File: config.mk
export PLATFORM = sky130hd
export DESIGN_NAME = serial_adder
export DESIGN_NICKNAME = d
export VERILOG_FILES = /design/src/rtl/serial_adder_pkg.sv /design/src/rtl/fa_bit.sv /design/src/rtl/serial_adder.sv
export SDC_FILE = /design/constraint.sdc
export NUM_CORES = 1
export LEC_CHECK = 0
export BUFFER_PORTS_ARGS = -buffer_cell sky130_fd_sc_hd__buf_4
export CORE_AREA = 2 2 45 67
export CTS_CLUSTER_DIAMETER = 150
export CTS_CLUSTER_SIZE = 40
export DETAILED_ROUTE_END_ITERATION = 8
export DIE_AREA = 0 0 47 69
export GPL_TIMING_DRIVEN = 0
export PLACE_DENSITY = 0.79
export SETUP_SLACK_MARGIN = 0.1
export SYNTH_ARGS = -nofsm -noshare
export SYNTH_HDL_FRONTEND = slang
export SYNTH_SLANG_ARGS = --single-unit
File: constraint.sdc
create_clock -name clk -period 1.4 [get_ports clk]
set_input_delay 0.07 -clock clk [delete_from_list [all_inputs] [get_ports clk]]
set_output_delay 0.07 -clock clk [all_outputs]
set_load 0.01 [all_outputs]
File: src/rtl/serial_adder_pkg.sv
`default_nettype none
// ============================================================================
//  Module   : serial_adder_pkg
//  Purpose  : Shared FSM encoding and sizing helper for serial_adder.
//  Revision : 1.0 - initial release
// ============================================================================
package serial_adder_pkg;

  localparam logic [1:0] ST_IDLE = 2'd0;
  localparam logic [1:0] ST_RUN  = 2'd1;
  localparam logic [1:0] ST_DONE = 2'd2;

  typedef enum logic [1:0] {
    S_IDLE = ST_IDLE,
    S_RUN  = ST_RUN,
    S_DONE = ST_DONE
  } state_e;

  // Beat counter width: clog2(WIDTH/SLICE), never narrower than one bit.
  function automatic int cnt_width(input int width, input int slice);
    int beats;
    if (slice < 1) return 1;
    beats = width / slice;
    if (beats <= 1) return 1;
    return $clog2(beats);
  endfunction

endpackage
`default_nettype wire

File: src/rtl/fa_bit.sv
`default_nettype none
// ============================================================================
//  Module   : fa_bit
//  Purpose  : One-bit combinational full adder made of two half-adder stages.
//  Revision : 1.0 - initial release
// ============================================================================
module fa_bit (
  input  logic a,
  input  logic b,
  input  logic cin,
  output logic s,
  output logic co
);

  logic w_s1;
  logic w_c1;
  logic w_c2;

  // First half adder combines the operands, second folds in the carry.
  assign w_s1 = a ^ b;
  assign w_c1 = a & b;
  assign s    = w_s1 ^ cin;
  assign w_c2 = w_s1 & cin;
  assign co   = w_c1 | w_c2;

endmodule
`default_nettype wire

File: src/rtl/serial_adder.sv
`default_nettype none
// ============================================================================
//  Module   : serial_adder
//  Purpose  : Multi-cycle WIDTH-bit adder, SLICE bits per clock through a
//             chain of fa_bit cells with a registered carry between beats.
//             Valid/ready handshake on input and output.
//  Options  : SERIAL_ADDER_OVF_EN adds the signed-overflow output ovf.
//  Revision : 1.0 - initial release
// ============================================================================
module serial_adder
  import serial_adder_pkg::*;
#(
  parameter int WIDTH = 8,
  parameter int SLICE = 1
) (
  input  logic             clk,
  input  logic             rst,
  input  logic             in_valid,
  output logic             in_ready,
  input  logic [WIDTH-1:0] a,
  input  logic [WIDTH-1:0] b,
  input  logic             cin,
  output logic             out_valid,
  input  logic             out_ready,
  output logic [WIDTH-1:0] sum,
  output logic             cout
`ifdef SERIAL_ADDER_OVF_EN
  ,
  output logic             ovf
`endif
);

  localparam int            N    = WIDTH / SLICE;
  localparam int            CW   = cnt_width(WIDTH, SLICE);
  localparam logic [CW-1:0] LAST = CW'(N - 1);

  // Refuse to build a configuration that cannot be sliced evenly.
  if (WIDTH < 1 || SLICE < 1 || (WIDTH % SLICE) != 0) begin : g_bad_cfg
    $fatal(1, "serial_adder: SLICE must divide WIDTH and both must be >= 1");
  end

  state_e               state_q, state_d;
  logic [WIDTH-1:0]     a_q, a_d;
  logic [WIDTH-1:0]     b_q, b_d;
  logic [WIDTH-1:0]     sum_q, sum_d;
  logic                 carry_q, carry_d;
  logic [CW-1:0]        cnt_q, cnt_d;
`ifdef SERIAL_ADDER_OVF_EN
  logic                 ovf_q, ovf_d;
`endif

  logic [SLICE-1:0]     w_s;
  logic [SLICE:0]       w_c;

  // Carry ripples from the carry register through SLICE chained cells.
  assign w_c[0] = carry_q;

  for (genvar i = 0; i < SLICE; i++) begin : g_fa
    fa_bit u_fa (
      .a   (a_q[i]),
      .b   (b_q[i]),
      .cin (w_c[i]),
      .s   (w_s[i]),
      .co  (w_c[i+1])
    );
  end

  // Next-state, operand shifting and result accumulation.
  always_comb begin
    state_d = state_q;
    a_d     = a_q;
    b_d     = b_q;
    sum_d   = sum_q;
    carry_d = carry_q;
    cnt_d   = cnt_q;
`ifdef SERIAL_ADDER_OVF_EN
    ovf_d   = ovf_q;
`endif
    case (state_q)
      S_IDLE: begin
        if (in_valid) begin
          a_d     = a;
          b_d     = b;
          carry_d = cin;
          cnt_d   = '0;
          state_d = S_RUN;
        end
      end
      S_RUN: begin
        // Result bits enter at the MSB end so after N beats bit 0 is at the bottom.
        a_d     = a_q >> SLICE;
        b_d     = b_q >> SLICE;
        sum_d   = (sum_q >> SLICE) | (WIDTH'(w_s) << (WIDTH - SLICE));
        carry_d = w_c[SLICE];
        cnt_d   = cnt_q + CW'(1);
        if (cnt_q == LAST) begin
          state_d = S_DONE;
`ifdef SERIAL_ADDER_OVF_EN
          // On the last beat the top cell is bit WIDTH-1.
          ovf_d   = w_c[SLICE-1] ^ w_c[SLICE];
`endif
        end
      end
      S_DONE: begin
        if (out_ready) state_d = S_IDLE;
      end
      default: state_d = S_IDLE;
    endcase
  end

  // State register with synchronous reset; reset abandons any operation.
  always_ff @(posedge clk) begin
    if (rst) begin
      state_q <= S_IDLE;
      a_q     <= '0;
      b_q     <= '0;
      sum_q   <= '0;
      carry_q <= 1'b0;
      cnt_q   <= '0;
`ifdef SERIAL_ADDER_OVF_EN
      ovf_q   <= 1'b0;
`endif
    end else begin
      state_q <= state_d;
      a_q     <= a_d;
      b_q     <= b_d;
      sum_q   <= sum_d;
      carry_q <= carry_d;
      cnt_q   <= cnt_d;
`ifdef SERIAL_ADDER_OVF_EN
      ovf_q   <= ovf_d;
`endif
    end
  end

  assign in_ready  = (state_q == S_IDLE);
  assign out_valid = (state_q == S_DONE);
  assign sum       = sum_q;
  assign cout      = carry_q;
`ifdef SERIAL_ADDER_OVF_EN
  assign ovf       = ovf_q;
`endif

endmodule
`default_nettype wire

==> results of run 1 <==
[where the power goes]
part	leakage, nW	internal, mW	total (mW)	switching [mW]
Clock	0.0383	0.341	0.653	0.312
Combinational	0.391	0.136	0.262	0.126
Sequential	0.247	0.906	0.943	0.0367
Total	0.676	1.38	1.86	0.474
[metrics by stage]
step                instance area [µm²]  hold WS [ns]  utilization  std cells  power [mW]
CTS                                1640        0.0518        0.621        209        1.87
global placement                   1560         0.338        0.590        202        1.21
finish                             1650        0.0529        0.622        209        1.86
global route                       1650        0.0617        0.622        209        1.95
detailed placement                 1560         0.345        0.590        202        1.22
floorplan                          1290         0.236            -        135        1.12
[area by class of cell]
cell class              count  area share
flip-flops and latches     30       0.366
multi-input cells          79       0.340
repair buffers             30       0.137
clock buffers               7      0.0464
well taps                  37      0.0281
inverters                  17      0.0388
plain buffers               9      0.0433
[cells in the mapped netlist (all sizes together)]
cell type | n | area, µm²
clkbuf | 2 | 7.51
o21bai | 1 | 7.51
buf | 7 | 62.6
nand2 | 17 | 66.3
o221a | 15 | 169
a21oi | 23 | 145
mux2i | 2 | 20.0
inv | 17 | 63.8
a32oi | 2 | 17.5
nand2b | 1 | 6.26
ha | 2 | 25.0
nor2b | 2 | 12.5
nor2 | 9 | 38.8
dfxtp | 30 | 601
a22oi | 3 | 22.5
nor3 | 1 | 5.00
fa | 1 | 20.0
[worst paths after layout]
path | start | endpoint | slack [ns] | cells past startpoint
hold / removal | b[0] | b_q[0] | 0.05 | 2
setup reg to reg | state_q[0] | b_q[4] | 0.17 | 4
hold reg to reg | sum[0] | sum[0] | 0.47 | 2
setup / recovery | state_q[0] | b_q[4] | 0.17 | 4
[logic make-up (layout without fill, tap and decap cells)]
logic type      after synthesis  count (layout)
compound gates               44              44
fa+ha+maj                     3               3
buf+inv                      26              63
flops                        30              30
mux                           2               2
simple gates                 30              30
[timing repair]
item | 4_1_cts | 5_1_grt
buffers inserted | 0 | 0
endpoints found under the setup margin | 1 | 16
resized for setup | 2 | 2
pin swaps | 0 | 1
gates cloned | 0 | 0
[sequential cells by signal (all words and copies together) (netlist names)]
signal   flops
a_q          8
b_q          8
cnt_q        3
cout         1
state_q      2
sum          8
[layer usage]
layer | global-route usage | vias up | routed length [µm]
met5 | 0 | - | 0
met4 | 0.108 | 0 | 65
met3 | 0.0733 | 6 | 157
met2 | 0.333 | 28 | 1470
met1 | 0.221 | 523 | 1140
li1 | - | 541 | -
[worst register-to-register path, cell delays in order (launching register included)]
cell	delay (ns)
dfxtp_2	0.41
nor2_1	0.08
nor2_2	0.25
buf_4	0.24
o221a_1	0.20
==> insert_results.sql, run 1 <==
INSERT INTO impl_metrics (metric_group, metric, value, unit) VALUES
('clock_network', 'holdBufCountCts', '0', ''),
('logic_synthesis', 'post_synth.cell_area_avg', '9.56', 'µm²'),
('placed_design', 'pre_cts_ws', '0.103', 'ns'),
('clock_network', 'clk_root_buffer_cell', 'clkbuf_8', ''),
('logic_synthesis', 'synthXorXnorAreaFrac', '0', ''),
('critical_path', 'crit_path_start_kind', 'flip-flop', ''),
('critical_path', 'worst_path_max_delay_cell', 'dfxtp_2', ''),
('route', 'drt-total-wl', '2830', 'µm'),
('cells_and_area', 'layout.filler_cells', '240', ''),
('cells_and_area', 'ant_cells', '0', ''),
('cells_and_area', 'nets', '196', ''),
('logic_synthesis', 'yosys-mux-area-fraction', '0.0155', ''),
('critical_path', 'critPathCaptureType', 'flip-flop', ''),
('cells_and_area', 'layout.cells.most_common', 'buf_4', ''),
('critical_path', 'critical_path.cell_chain', 'nor2_1 > nor2_2 > buf_4 > o221a_1', ''),
('placed_design', 'port-buffer-count', '30', ''),
('sta', 'portion_of_the_clock_cycle_consumed_by_the_worst_path_in_the_final_layout', '0.879', ''),
('sta', 'fin_tns_setup', '0', 'ns'),
('min_path', 'worst_hold_path_type', 'in2reg', ''),
('clock_network', 'clock_latency', '0.29', 'ns'),
('critical_path', 'worst-setup-path-type', 'reg2reg', ''),
('logic_synthesis', 'post_synth_inst_count', '135', ''),
('grt', 'vias_in_the_first_global_route', '1139', ''),
('route', 'drc_errors', '0', ''),
('floorplan', 'io_pins', '32', ''),
('floorplan', 'die_y', '69', 'µm'),
('grt', 'antenna_violations_before_repair', '0', ''),
('floorplan', 'start_util', '0.487', ''),
('sta', 'max_freq', '812', 'MHz'),
('cells_and_area', 'total_area_of_multi_input_combinational_cells', '561', 'µm²'),
('sta', 'clock_skew', '0.00281', 'ns'),
('logic_synthesis', 'largest_family_of_logic_cells_by_synthesized_area', 'compound AO/OA/AOI/OAI gates', ''),
('cells_and_area', 'layout.cells.most_common_list', '31 x buf_4, 28 x dfxtp_1, 17 x inv_1', ''),
('sta', 'worst_slew_margin_rel', '0.640', ''),
('power', 'max-vdd-ir-drop', '0.000778', 'V'),
('placed_design', 'detailedPlacementHpwl', '2050', 'µm'),
('grt', 'grt-ovfl-total', '0', ''),
('clock_network', 'cts_buffers', '5', ''),
('grt', 'grt_max_degree', '11', ''),
('critical_path', 'critical_path_arrival', '1.46', 'ns'),
('route', 'first_pass_iters', '4', ''),
('cells_and_area', 'area.growth.synth_to_final', '27.6', '%'),
('route', 'detailed_route_vias_per_instance', '5.25', ''),
('power', 'p_per_area', '1130', 'nW/µm²'),
('floorplan', 'std_cell_rows', '23', ''),
('critical_path', 'timing.critical_path.slowest_cell_delay', '0.41', 'ns'),
('logic_synthesis', 'synth.lib_cells_used.distinct', '25', ''),
('critical_path', 'cp_num_buf_inv', '1', ''),
('flow_run', 'cap_viol_max_count', '0', ''),
('logic_synthesis', 'synth_simple_gate_area_share', '0.0999', ''),
('placed_design', 'finalWeightedCongestion', '0.759', ''),
('floorplan', 'fp.dieW', '47', 'µm'),
('clock_network', 'cts_tree', 'built', ''),
('sta', 'hold_viol', '0', ''),
('clock_network', 'cts-root-to-sink-buffers', '2', ''),
('logic_synthesis', 'synth-compound-area-share', '0.280', ''),
('critical_path', 'critPathMaxFanout', '10', ''),
('route', 'drtAntennaViolNets', '0', ''),
('grt', 'global_route_wire_length_before_repair', '4830', 'µm'),
('floorplan', 'die_area', '3240', 'µm²'),
('critical_path', 'critical_path_required', '1.63', 'ns'),
('logic_synthesis', 'syn_area', '1290', 'µm²'),
('logic_synthesis', 'synth.net_count', '159', ''),
('route', 'initialDrtViolationCount', '30', ''),
('status', 'run_status', 'finished clean', ''),
('logic_synthesis', 'yosysWarningCount', '0', ''),
('sta', 'unrepaired_setup_endpoints_after_global_routing', 'false', ''),
('grt', 'grtUsageTotal', '0.206', ''),
('logic_synthesis', 'synthAdderAreaFrac', '0.0349', ''),
('power', 'power.static_leakage', '0.676', 'nW'),
('logic_synthesis', 'synth.ff_latch_count', '30', '');
Power figures use the tool's default switching activity.
==> inputs of run 2 (changes only) <==
--- a/config.mk
+++ b/config.mk
@@ -12,7 +12,7 @@
 export DETAILED_ROUTE_END_ITERATION = 8
 export DIE_AREA = 0 0 47 69
 export GPL_TIMING_DRIVEN = 0
-export PLACE_DENSITY = 0.79
+export PLACE_DENSITY = 0.84
 export SETUP_SLACK_MARGIN = 0.1
 export SYNTH_ARGS = -nofsm -noshare
 export SYNTH_HDL_FRONTEND = slang
==> run 2 against run 1 <==
Compared with the run above:
- sequential share of layout area decreased by 0.82 points
- die area unchanged
- cell count rose by 0.48%
- total power up 8.3%
- highest routed layer unchanged
- setup slack got worse by 0.0049 ns
- critical path depth stayed put
- wire length is 3.5% lower
==> insert_results.sql, run 2 (same netlist as run 1, synthesis figures left out) <==
INSERT INTO impl_metrics (metric_group, metric, value, unit) VALUES
('grt', 'antenna_violations_before_repair', '0', ''),
('grt', 'grtUsageTotal', '0.197', ''),
('critical_path', 'critical_path_required', '1.57', 'ns'),
('sta', 'unrepaired_setup_endpoints_after_global_routing', 'false', ''),
('sta', 'actual_slew_at_the_worst_max_slew_pin', '0.539', 'ns'),
('power', 'max-vdd-ir-drop', '0.000881', 'V'),
('grt', 'vias_in_the_first_global_route', '1090', ''),
('placed_design', 'port-buffer-count', '30', ''),
('floorplan', 'die_y', '69', 'µm'),
('placed_design', 'detailedPlacementHpwl', '2020', 'µm'),
('sta', 'clock_skew', '0.00392', 'ns'),
('power', 'power.total', '2.01', 'mW'),
('clock_network', 'cts_tree', 'built', ''),
('power', 'power.static_leakage', '0.695', 'nW'),
('grt', 'grt_max_degree', '11', ''),
('clock_network', 'holdBufCountCts', '0', ''),
('clock_network', 'clkSlewWorstSetupHoldPaths', '0.06', 'ns'),
('cells_and_area', 'drive_above_1_share', '0.358', ''),
('sta', 'hold_viol', '0', ''),
('cells_and_area', 'nets', '196', ''),
('placed_design', 'pre_cts_ws', '0.0962', 'ns'),
('sta', 'max_freq', '809', 'MHz'),
('floorplan', 'fp.dieW', '47', 'µm'),
('sta', 'worst_slew_margin_rel', '0.641', ''),
('floorplan', 'die_area', '3240', 'µm²'),
('sta', 'final.min_clock_period', '1.24', 'ns'),
('floorplan', 'std_cell_rows', '23', ''),
('route', 'initialDrtViolationCount', '12', ''),
('critical_path', 'worst-setup-path-type', 'reg2reg', ''),
('critical_path', 'critical_path_arrival', '1.41', 'ns'),
('critical_path', 'critPathMaxFanout', '10', ''),
('clock_network', 'numClockSinks', '30', ''),
('flow_run', 'cap_viol_max_count', '0', ''),
('critical_path', 'critPathCaptureType', 'flip-flop', ''),
('sta', 'fin_tns_setup', '0', 'ns'),
('route', 'avgRoutedWirePerCell', '13.0', 'µm'),
('sta', 'number_of_max_slew_violations_in_the_final_report', '0', ''),
('critical_path', 'crit_path_start_kind', 'flip-flop', ''),
('cells_and_area', 'layout.cells.most_common_list', '31 x buf_4, 28 x dfxtp_1, 17 x inv_1', ''),
('floorplan', 'floorplan.core_area', '2650', 'µm²'),
('route', 'detailed_route_vias_per_instance', '5.22', ''),
('floorplan', 'io_pins', '32', ''),
('cells_and_area', 'area.growth.synth_to_final', '30.6', '%'),
('placed_design', 'finalWeightedCongestion', '0.763', ''),
('clock_network', 'clk_root_buffer_cell', 'clkbuf_8', ''),
('grt', 'grt-ovfl-total', '0', ''),
('floorplan', 'start_util', '0.487', ''),
('sta', 'setup_violations', '0', ''),
('placed_design', 'dpl_cell_area', '1560', 'µm²'),
('cells_and_area', 'ant_cells', '0', ''),
('route', 'drc_errors', '0', ''),
('grt', 'global_route_wire_length_before_repair', '4640', 'µm'),
('status', 'run_status', 'finished clean', ''),
('route', 'first_pass_iters', '4', ''),
('route', 'drtAntennaViolNets', '0', ''),
('clock_network', 'cts_buffers', '5', ''),
('power', 'p_per_area', '1200', 'nW/µm²'),
('sta', 'post-route-worst-setup-slack', '0.164', 'ns'),
('route', 'drt-total-wl', '2730', 'µm'),
('cells_and_area', 'layout.cell_area.non_filler', '1680', 'µm²'),
('clock_network', 'number_of_setup_buffers_added_after_cts', '0', ''),
('sta', 'hold_ws', '0.0547', 'ns'),
('clock_network', 'clock_latency', '0.28', 'ns'),
('cells_and_area', 'layout.cells.most_common', 'buf_4', ''),
('route', 'num_vias', '1096', ''),
('sta', 'portion_of_the_clock_cycle_consumed_by_the_worst_path_in_the_final_layout', '0.883', ''),
('clock_network', 'h-tree-depth', '2', ''),
('min_path', 'worst_hold_path_type', 'in2reg', ''),
('clock_network', 'cts-root-to-sink-buffers', '2', '');
==> run 2: layer usage <==
metal / share of wire / GRT usage / vias up
li1: - / - / 541
met1: 0.39 / 0.221 / 518
met2: 0.54 / 0.312 / 29
met3: 0.048 / 0.0707 / 8
met4: 0.019 / 0.0988 / 0
met5: 0 / 0 / -
==> run 2: cell type report <==
type | instances | area (µm²)
Tap cell | 37 | 46.3
Inverter | 17 | 63.8
Buffer | 9 | 72.6
Timing Repair Buffer | 30 | 225
Clock buffer | 8 | 110
Fill cell | 231 | 963
Multi-Input combinational cell | 79 | 563
Sequential cell | 30 | 603
==> run 2: stage by stage <==
step,std cells,utilization
after floorplan,135,-
after global placement,202,0.590
after detailed placement,202,0.590
after CTS,210,0.634
after global routing,210,0.636
final,210,0.636
==> run 2: final timing paths <==
path                                to  startpoint  slack (ns)  cells past startpoint
worst max-delay path            b_q[3]  state_q[1]        0.16                      4
worst min-delay path            b_q[5]        b[5]        0.05                      2
worst max register to register  b_q[3]  state_q[1]        0.16                      4
worst min register to register  sum[0]      sum[0]        0.46                      2
==> run 2: power breakdown <==
part	switching (mW)	total, mW	internal [mW]	leakage, nW
sequential	0.0347	0.941	0.906	0.247
combinational	0.125	0.262	0.137	0.390
clock	0.314	0.809	0.496	0.0575
==> run 2: critical path: stages, from the launching register on <==
cell and delay [ns]:
dfxtp_2 0.37, nor2_4 0.17, nand2_2 0.12, clkbuf_4 0.20, o221a_1 0.25
==> run 2: timing repair <==
action / 4_1_cts / 5_1_grt
endpoints found under the setup margin: 10 / 19
resized for setup: 2 / 3
cloned: 0 / 0
